--- src/rtl/jtcus30_pkg.sv ---
// Shared types for the CUS30 queued bus initiator: request word layout,
// FSM encoding and the voice-register window of the CUS30 address map.
package jtcus30_pkg;

    localparam logic [9:0] MMR_BASE = 10'h100;
    localparam int         MMR_SIZE = 64;

    typedef struct packed {
        logic       rnw;
        logic [9:0] addr;
        logic [7:0] data;
    } req_t;

    typedef enum logic [2:0] {
        ST_IDLE    = 3'd0,
        ST_ARB     = 3'd1,
        ST_ACCESS  = 3'd2,
        ST_CAPTURE = 3'd3,
        ST_RELEASE = 3'd4
    } state_e;

endpackage

--- src/rtl/jtcus30_wrq_fifo.sv ---
// Synchronous FIFO for queued CUS30 requests; head entry is visible
// combinationally so the bus lines can be driven straight from it.
module jtcus30_wrq_fifo #(
    parameter int DEPTH = 8,
    parameter int WIDTH = 19
) (
    input  logic                     clk,
    input  logic                     rst_n,
    input  logic                     push,
    input  logic                     pop,
    input  logic [WIDTH-1:0]         wdata,
    output logic [WIDTH-1:0]         rdata,
    output logic                     full,
    output logic                     empty,
    output logic [$clog2(DEPTH):0]   count
);

    localparam int AW = $clog2(DEPTH);
    localparam int CW = AW + 1;

    logic [WIDTH-1:0] mem_q [DEPTH];
    logic [AW-1:0]    wr_ptr_q, wr_ptr_d;
    logic [AW-1:0]    rd_ptr_q, rd_ptr_d;
    logic [CW-1:0]    count_q,  count_d;
    logic             push_ok, pop_ok;

    assign full    = (count_q == CW'(DEPTH));
    assign empty   = (count_q == '0);
    assign count   = count_q;
    assign rdata   = mem_q[rd_ptr_q];
    assign push_ok = push & ~full;
    assign pop_ok  = pop & ~empty;

    // NOTE: every output of a combinational block gets a default first so no latch can be inferred.
    always_comb begin
        wr_ptr_d = wr_ptr_q;
        rd_ptr_d = rd_ptr_q;
        count_d  = count_q;
        if (push_ok) wr_ptr_d = wr_ptr_q + AW'(1);
        if (pop_ok)  rd_ptr_d = rd_ptr_q + AW'(1);
        case ({push_ok, pop_ok})
            2'b10:   count_d = count_q + CW'(1);
            2'b01:   count_d = count_q - CW'(1);
            default: count_d = count_q;
        endcase
    end

    // NOTE: state flops use non-blocking assignments so all registers update together at the edge.
    always_ff @(posedge clk or negedge rst_n) begin
        if (!rst_n) begin
            wr_ptr_q <= '0;
            rd_ptr_q <= '0;
            count_q  <= '0;
        end else begin
            wr_ptr_q <= wr_ptr_d;
            rd_ptr_q <= rd_ptr_d;
            count_q  <= count_d;
        end
    end

    // NOTE: storage is not reset; the pointers alone define which entries are valid.
    always_ff @(posedge clk) begin
        if (push_ok) mem_q[wr_ptr_q] <= wdata;
    end

endmodule

--- src/rtl/jtcus30_wrq.sv ---
// Queued bus initiator for the CUS30 CPU-side port: buffers client requests,
// arbitrates for the shared bus and issues one access per granted cen slot.
module jtcus30_wrq
    import jtcus30_pkg::*;
#(
    parameter int DEPTH    = 8,
    parameter int MAXBURST = 4
) (
    input  logic       clk,
    input  logic       rst_n,
    input  logic       cen,
    input  logic       req_valid,
    output logic       req_ready,
    input  logic       req_rnw,
    input  logic [9:0] req_addr,
    input  logic [7:0] req_data,
    output logic       rsp_valid,
    output logic [7:0] rsp_data,
    output logic       bus_req,
    input  logic       bus_gnt,
    output logic       bcs,
    output logic       brnw,
    output logic [9:0] baddr,
    output logic [7:0] bdout,
    input  logic [7:0] xdin,
    output logic       busy
);

    localparam int         CW    = $clog2(DEPTH) + 1;
    localparam logic [2:0] MAX_B = 3'(MAXBURST);

    req_t          wr_req, head;
    logic          push, pop;
    logic          fifo_full, fifo_empty;
    logic [CW-1:0] fifo_count;
    logic          more_after_pop;

    state_e        state_q, state_d;
    logic [2:0]    burst_q, burst_d;
    logic          cap_q, cap_d;
    logic          rsp_valid_q, rsp_valid_d;
    logic [7:0]    rsp_data_q, rsp_data_d;

    assign wr_req = '{rnw: req_rnw, addr: req_addr, data: req_data};
    assign push   = req_valid & ~fifo_full;

    jtcus30_wrq_fifo #(
        .DEPTH (DEPTH),
        .WIDTH ($bits(req_t))
    ) u_fifo (
        .clk   (clk),
        .rst_n (rst_n),
        .push  (push),
        .pop   (pop),
        .wdata (wr_req),
        .rdata (head),
        .full  (fifo_full),
        .empty (fifo_empty),
        .count (fifo_count)
    );

    // A push landing in the same cycle as the pop is already the next head.
    assign more_after_pop = (fifo_count > CW'(1)) | push;

    always_comb begin
        state_d     = state_q;
        burst_d     = burst_q;
        cap_d       = 1'b0;
        rsp_valid_d = 1'b0;
        rsp_data_d  = rsp_data_q;
        pop         = 1'b0;
        case (state_q)
            ST_IDLE: begin
                if (!fifo_empty) state_d = ST_ARB;
            end
            ST_ARB: begin
                burst_d = '0;
                if (bus_gnt && cen) state_d = ST_ACCESS;
            end
            ST_ACCESS: begin
                // Losing the grant aborts the slot; the head stays queued for a full retry.
                if (!bus_gnt) begin
                    state_d = ST_ARB;
                end else if (cen) begin
                    pop     = 1'b1;
                    burst_d = burst_q + 3'd1;
                    if (head.rnw) begin
                        state_d = ST_CAPTURE;
                        cap_d   = 1'b1;
                    end else if ((burst_q + 3'd1) < MAX_B && more_after_pop) begin
                        state_d = ST_ACCESS;
                    end else begin
                        state_d = ST_RELEASE;
                    end
                end
            end
            ST_CAPTURE: begin
                // xdin lags the address by one clk, so the first clk here sees the read result.
                if (cap_q) begin
                    rsp_valid_d = 1'b1;
                    rsp_data_d  = xdin;
                end
                if (cen) begin
                    if (burst_q < MAX_B && !fifo_empty && bus_gnt) state_d = ST_ACCESS;
                    else                                          state_d = ST_RELEASE;
                end
            end
            ST_RELEASE: begin
                if (cen) state_d = ST_IDLE;
            end
            default: state_d = ST_IDLE;
        endcase
    end

    always_ff @(posedge clk or negedge rst_n) begin
        if (!rst_n) begin
            state_q     <= ST_IDLE;
            burst_q     <= '0;
            cap_q       <= 1'b0;
            rsp_valid_q <= 1'b0;
            rsp_data_q  <= '0;
        end else begin
            state_q     <= state_d;
            burst_q     <= burst_d;
            cap_q       <= cap_d;
            rsp_valid_q <= rsp_valid_d;
            rsp_data_q  <= rsp_data_d;
        end
    end

    assign req_ready = ~fifo_full;
    assign rsp_valid = rsp_valid_q;
    assign rsp_data  = rsp_data_q;
    assign bus_req   = (state_q == ST_ARB) || (state_q == ST_ACCESS) || (state_q == ST_CAPTURE);
    assign bcs       = (state_q == ST_ACCESS) && bus_gnt;
    assign brnw      = (state_q == ST_ACCESS) ? head.rnw  : 1'b1;
    assign baddr     = (state_q == ST_ACCESS) ? head.addr : 10'h000;
    assign bdout     = (state_q == ST_ACCESS) ? head.data : 8'h00;
    assign busy      = ~fifo_empty || (state_q != ST_IDLE);

endmodule

--- config.mk ---
export PLATFORM = sky130hd
export DESIGN_NAME = jtcus30_wrq
export DESIGN_NICKNAME = d
export VERILOG_FILES = /design/src/rtl/jtcus30_pkg.sv /design/src/rtl/jtcus30_wrq_fifo.sv /design/src/rtl/jtcus30_wrq.sv
export SDC_FILE = /design/constraint.sdc
export NUM_CORES = 1
export LEC_CHECK = 0
export ABC_AREA = 1
export CORE_ASPECT_RATIO = 1.4
export CORE_MARGIN = 8
export CORE_UTILIZATION = 35
export CTS_CLUSTER_DIAMETER = 150
export CTS_CLUSTER_SIZE = 25
export DETAILED_ROUTE_END_ITERATION = 12
export PLACE_DENSITY = 0.6
export SYNTH_ARGS = -nofsm -noshare
export SYNTH_HDL_FRONTEND = slang
export SYNTH_SLANG_ARGS = --single-unit
export TNS_END_PERCENT = 1
--- constraint.sdc ---
create_clock -name clk -period 5.44 [get_ports clk]
set_input_delay 1.088 -clock clk [delete_from_list [all_inputs] [get_ports clk]]
set_output_delay 1.088 -clock clk [all_outputs]
set_load 0.01 [all_outputs]
==> results of run 1 <==
==> cells in the final DEF (no fill, tap or decap), drive strengths merged, types with 2 or more instances in the layout <==
master and instances:
edfxtp 152, nor2 146, o21ai 117, nand2 73
clkdlybuf4s50 63, inv 42, dfrtp 26, a31oi 18
clkbuf 17, buf 15, nand3 15, ha 7
xor2 5, clkinv 4, xnor2 3, bufinv 2
nor3 2
==> kinds of logic after synthesis <==
logic type | count (synthesis) | synth area share
AO/OA/AOI/OAI | 138 | 0.0979
XOR/XNOR | 8 | 0.00957
AND/OR/NAND/NOR | 238 | 0.129
flip-flops | 178 | 0.712
adder cells (fa/ha/maj) | 7 | 0.0120
buffers and inverters | 64 | 0.0393
==> cell type report <==
cell class	count	area, um2	share of cell area
Sequential cell	178	5220	0.591
Inverter	34	128	0.0145
Multi-Input combinational cell	391	1820	0.207
Clock inverter	15	171	0.0194
Tap cell	256	320	0.0363
Timing Repair Buffer	78	743	0.0842
Clock buffer	17	425	0.0482
==> layer usage <==
layer,GRT usage,up-vias,wire [um]
met4,0.0512,0,284
li1,-,2321,-
met2,0.221,129,8360
met3,0.0376,19,837
met5,0,-,0
met1,0.144,2276,6710
==> per-stage QoR <==
stage	utilization	total power (uW)	worst slack, ns	hold slack, ns
3_5_place_dp	0.400	3440	1.79	0.469
5_1_grt	0.429	4930	1.08	0.511
2_1_floorplan	-	2880	2.72	0.446
4_1_cts	0.429	4680	1.32	0.487
3_3_place_gp	0.400	3390	1.86	0.462
6_report	0.429	4620	1.42	0.482
==> registers in the layout, indices dropped and copies added, names as in the netlist <==
register,flops
u_fifo.count,4
cap_q,1
burst_q,3
u_fifo.rd_ptr_q,3
rsp_valid,1
rsp_data,8
u_fifo.mem_q,152
u_fifo.wr_ptr_q,3
state_q,3
==> critical path, delay by kind of cell, from the launching register on <==
kind / cells / cell delay, ns
AOI/OAI and AO/OA: 4 / 0.64
buffers and inverters: 2 / 1.42
DFF: 1 / 0.40
==> how the worst min path moves through the flow <==
stage / end / startpoint / depth (start not counted) / slack (ns)
global placement: burst_q[1] / burst_q[1] / 2 / 0.46
finish: rsp_data[0] / rsp_data[0] / 2 / 0.48
CTS: rsp_data[0] / rsp_data[0] / 2 / 0.49
floorplan: burst_q[1] / burst_q[1] / 2 / 0.45
global route: rsp_data[0] / rsp_data[0] / 2 / 0.51
detailed placement: rsp_data[1] / rsp_data[1] / 2 / 0.47
==> where the power goes <==
group | internal, uW | leakage, uW | switching [uW]
Combinational | 561 | 0.00121 | 996
Clock | 692 | 0.000296 | 541
Sequential | 1740 | 0.00168 | 94.8
Total | 2990 | 0.00318 | 1630
==> impl_metrics.json, run 1 <==
{
  "maxCapViolCount": 0,
  "crit_arrival_ns": 2.93,
  "clock_skew_ns": 0.0143,
  "crit_required_ns": 4.35,
  "report.final.slew_viol_count": 0,
  "first_pass_iters": 4,
  "place_congestion": 0.787,
  "cts_setup_buffers": 0,
  "hp-class": "reg -> reg",
  "fin_crit_sh": 0.739,
  "cts.sinks": 178,
  "yosysUniqueCellTypes": 28,
  "path_common_cell": "o21ai_1",
  "die_w_um": 138,
  "num-nets-final": 739,
  "cts-resized-gates": 0,
  "cts_tree": "done",
  "ir_drop_mv": 0.243,
  "syn-num-nets": 672,
  "clock_path_buffers": 2,
  "route.detailed.drc": 0,
  "cts.clk_slew.worst_paths_ns": 0.07,
  "grt_max_degree": 78,
  "drt-total-wl_um": 16200,
  "rows": 62,
  "area_growth_pct": 20.6,
  "clockRootBuffer": "clkbuf_16",
  "path_max_fanout": 77,
  "slowest_delay_ns": 0.83,
  "powerDensity_nw_per_um2": 523,
  "synth_most_common_cell": "edfxtp_1",
  "fill_cells": 1867,
  "ios": 64,
  "crit_start": "u_fifo.rd_ptr_q[0]",
  "die-area_um2": 25900,
  "routedWlPerCell_um": 16.7,
  "first_global_vias": 4926,
  "grt_pass1_wl_um": 26000,
  "initial_core_util": 0.356,
  "synth_edf_count": 152,
  "synth-seq-cells": 178,
  "numCtsBuffers": 17,
  "place_inst": 937,
  "syn_area_um2": 7320,
  "ant_nets": 0,
  "cts_hold_buf": 0,
  "synth_top_area_share": 0.623,
  "path_cells": "inv_2 > o21ai_1 > o21ai_1 > o21ai_1 > a31oi_1 > clkdlybuf4s50_1",
  "worstRegToRegCells": 10,
  "synth_ff_type": "edfxtp_1",
  "rrSetupSlack_ns": 2.90,
  "grt_util_all_layers": 0.128,
  "vias": 4745,
  "r2r-start": "state_q[2]",
  "max_slew_margin": 0.206,
  "syn-mean-instance-area_um2": 11.6,
  "yosysWarnings": 0,
  "worstSetupPathType": "reg -> out",
  "place_hpwl_um": 9700,
  "ys_seq_area_frac": 0.712,
  "setup_tns_ns": 0,
  "synth.area.top_cells": "edfxtp_1 (62%), dfrtp_1 (8.9%), nor2_1 (7.4%)",
  "place_area_um2": 8230,
  "setup_violations": 0,
  "clock_latency_ns": 0.44,
  "worst_r2r_endpoint": "u_fifo.count[2]",
  "viasPerCell": 4.90,
  "synth-async-reset-ratio": 0.146,
  "h-tree-depth": 4,
  "fp.dieH_um": 187,
  "diodes": 0,
  "grt_setup_unrepaired": "no",
  "instances_no_fill": 969,
  "synth_largest_area_cell": "edfxtp_1",
  "antenna_found_initial": 0,
  "status": "complete, no violations",
  "endpoint": "bdout[3]",
  "leakagePower_uw": 0.00318,
  "hold_violations": 0,
  "synthCells": 633,
  "worst_pin_slew_ns": 1.19,
  "drive_gt1_frac": 0.0827,
  "drtIter0Drc": 356,
  "core_area_um2": 20600,
  "netlist_top_cells_count": "edfxtp_1 (152), nor2_1 (145), o21ai_0 (88)",
  "portBuffers": 63,
  "crit_path_end_kind": "output pin",
  "max_freq_ghz": 0.249,
  "overflow": 0,
  "post-route-min-period_ns": 4.02,
  "design_area_um2": 8830,
  "slowest_stage": "inv_2",
  "startpoint_type": "flip-flop"
}
Power figures use the tool's default switching activity.
==> run 2: changes to the inputs <==
--- a/config.mk
+++ b/config.mk
@@ -12,7 +12,7 @@
 export CTS_CLUSTER_DIAMETER = 150
 export CTS_CLUSTER_SIZE = 25
 export DETAILED_ROUTE_END_ITERATION = 12
-export PLACE_DENSITY = 0.6
+export PLACE_DENSITY = 0.62
 export SYNTH_ARGS = -nofsm -noshare
 export SYNTH_HDL_FRONTEND = slang
 export SYNTH_SLANG_ARGS = --single-unit
==> constraint.sdc (replaced) <==
create_clock -name clk -period 3.4 [get_ports clk]
set_input_delay 0.68 -clock clk [delete_from_list [all_inputs] [get_ports clk]]
set_output_delay 0.68 -clock clk [all_outputs]
set_load 0.01 [all_outputs]
==> run 2 against run 1 <==
Net effect:
- setup slack got worse by 1.2 ns
- clock skew fell by 0.0048 ns
- clock power rose by 45%
- routed wire length fell by 0.93%
- total power rose by 58%
- flip-flop and latch count did not move
- hold slack got worse by 0.0013 ns
- sequential power rose by 62%
- critical path type unchanged
==> impl_metrics.json, run 2 (synthesized netlist as in run 1, its figures left out) <==
{
  "fin_crit_sh": 0.947,
  "diodes": 0,
  "grt_pass1_wl_um": 25600,
  "whs_path_depth": 2,
  "setup_tns_ns": 0,
  "ir_drop_mv": 0.469,
  "crit_arrival_ns": 2.54,
  "leakagePower_uw": 0.00317,
  "area_growth_pct": 21.1,
  "hp-class": "reg -> reg",
  "ios": 64,
  "grt_setup_unrepaired": "no",
  "utilization": 0.431,
  "finalPower_uw": 7310,
  "powerDensity_nw_per_um2": 825,
  "cts_hold_buf": 0,
  "first_global_vias": 4761,
  "rows": 62,
  "max_slew_margin": 0.723,
  "antenna_found_initial": 0,
  "maxCapViolCount": 0,
  "grt_util_all_layers": 0.126,
  "place_inst": 940,
  "die-area_um2": 25900,
  "min_to": "rsp_data[0]",
  "path_max_fanout": 39,
  "worstRegToRegCells": 11,
  "h-tree-depth": 4,
  "post-route-min-period_ns": 3.22,
  "clock_latency_ns": 0.41,
  "clock_skew_ns": 0.00944,
  "rrSetupSlack_ns": 1.13,
  "cts.sinks": 178,
  "cts.clk_slew.worst_paths_ns": 0.07,
  "drtIter0Drc": 363,
  "drt-total-wl_um": 16000,
  "largest_reg_flops": 152,
  "grt_max_degree": 53,
  "largest-register": "u_fifo.mem_q",
  "clock_path_buffers": 2,
  "hold_violations": 0,
  "first_pass_iters": 5,
  "status": "complete, no violations",
  "report.final.slew_viol_count": 0,
  "worst_pin_slew_ns": 0.416,
  "core_area_um2": 20600,
  "hold_start": "rsp_data[0]",
  "setup_violations": 0,
  "vias": 4666,
  "startpoint_type": "flip-flop",
  "numCtsBuffers": 17,
  "r2r-start": "state_q[2]",
  "fill_cells": 1899,
  "drive_gt1_frac": 0.0895,
  "worstSetupPathType": "reg -> out",
  "ant_nets": 0,
  "instances_no_fill": 971,
  "initial_core_util": 0.356,
  "die_w_um": 138,
  "route.detailed.drc": 0,
  "overflow": 0,
  "place_congestion": 0.759,
  "worst_r2r_endpoint": "u_fifo.count[2]",
  "portBuffers": 63,
  "cts_tree": "done",
  "routedWlPerCell_um": 16.5,
  "final_cell_mix": "edfxtp_1 (152), nor2_1 (137), o21ai_0 (88)",
  "crit_path_end_kind": "output pin",
  "viasPerCell": 4.81,
  "max_freq_ghz": 0.311,
  "clockRootBuffer": "clkbuf_16",
  "hold_slack_ns": 0.481,
  "crit_required_ns": 2.72,
  "place_hpwl_um": 9500,
  "final_common_cell": "edfxtp_1",
  "num-nets-final": 742,
  "fp.dieH_um": 187
}
## run 2: changes by cell type in the layout (fill, tap and decap cells not counted), moves of 2 or more
cell / previous run / this run
buf_12: 0 / 4
clkinv_1: 0 / 4
clkinv_2: 3 / 1
clkinvlp_4: 1 / 4
inv_8: 4 / 0
nor2_1: 143 / 137
nor2_2: 3 / 9
## run 2: area by class of cell
class	count	area, um2	share of cell area
multi-input cells	391	1840	0.207
clock buffers	17	425	0.0480
well taps	256	320	0.0361
inverters	34	128	0.0144
flip-flops and latches	178	5220	0.589
repair buffers	81	816	0.0921
clock inverters	14	115	0.0130
## run 2: metrics by stage
step           instance area (um2)  setup WS, ns
3_5_place_dp                  8320         0.592
6_report                      8860         0.182
2_1_floorplan                 7320         0.914
4_1_cts                       8860         0.123
3_3_place_gp                  8320         0.582
5_1_grt                       8860       0.00577
## run 2: timing repair
item / 4_1_cts / 5_1_grt
resized for setup: 0 / 1
endpoints found under the setup margin: 0 / 3
setup buffers: 0 / 0
## run 2: power by group
part | internal (uW) | total, uW | leakage (uW) | switching, uW
clock network | 999 | 1780 | 0.000252 | 776
registers | 2780 | 2970 | 0.00168 | 186
logic | 979 | 2570 | 0.00124 | 1590
total | 4760 | 7310 | 0.00317 | 2550
## run 2: metal layers
layer  routed length [um]  GRT usage  up-vias  share of wire
met5                    0          0        -              0
met4                  129     0.0373        0         0.0080
met2                 8180      0.218      104           0.51
met3                  987     0.0376        6          0.062
li1                     -          -     2330              -
met1                 6750      0.147     2226           0.42
## run 2: critical path, cell delays in order, from the launching register on
cell and delay (ns):
dfrtp_2 0.44, inv_2 0.30, buf_12 0.25, nor2_1 0.06
o21ai_1 0.12, o21ai_1 0.07, a31oi_1 0.28, clkdlybuf4s50_1 0.61
## run 2: worst max path at each step
stage                  startpoint                 end  slack [ns]  cells after the start
2_1_floorplan     u_fifo.count[0]  u_fifo.mem_q[0][0]        0.91                      6
3_3_place_gp   u_fifo.rd_ptr_q[0]            bdout[5]        0.58                      7
3_5_place_dp   u_fifo.rd_ptr_q[0]            bdout[5]        0.59                      7
4_1_cts        u_fifo.rd_ptr_q[0]            bdout[5]        0.12                      7
5_1_grt        u_fifo.rd_ptr_q[0]            baddr[5]       0.006                      7
6_report       u_fifo.rd_ptr_q[0]            bdout[5]        0.18                      7
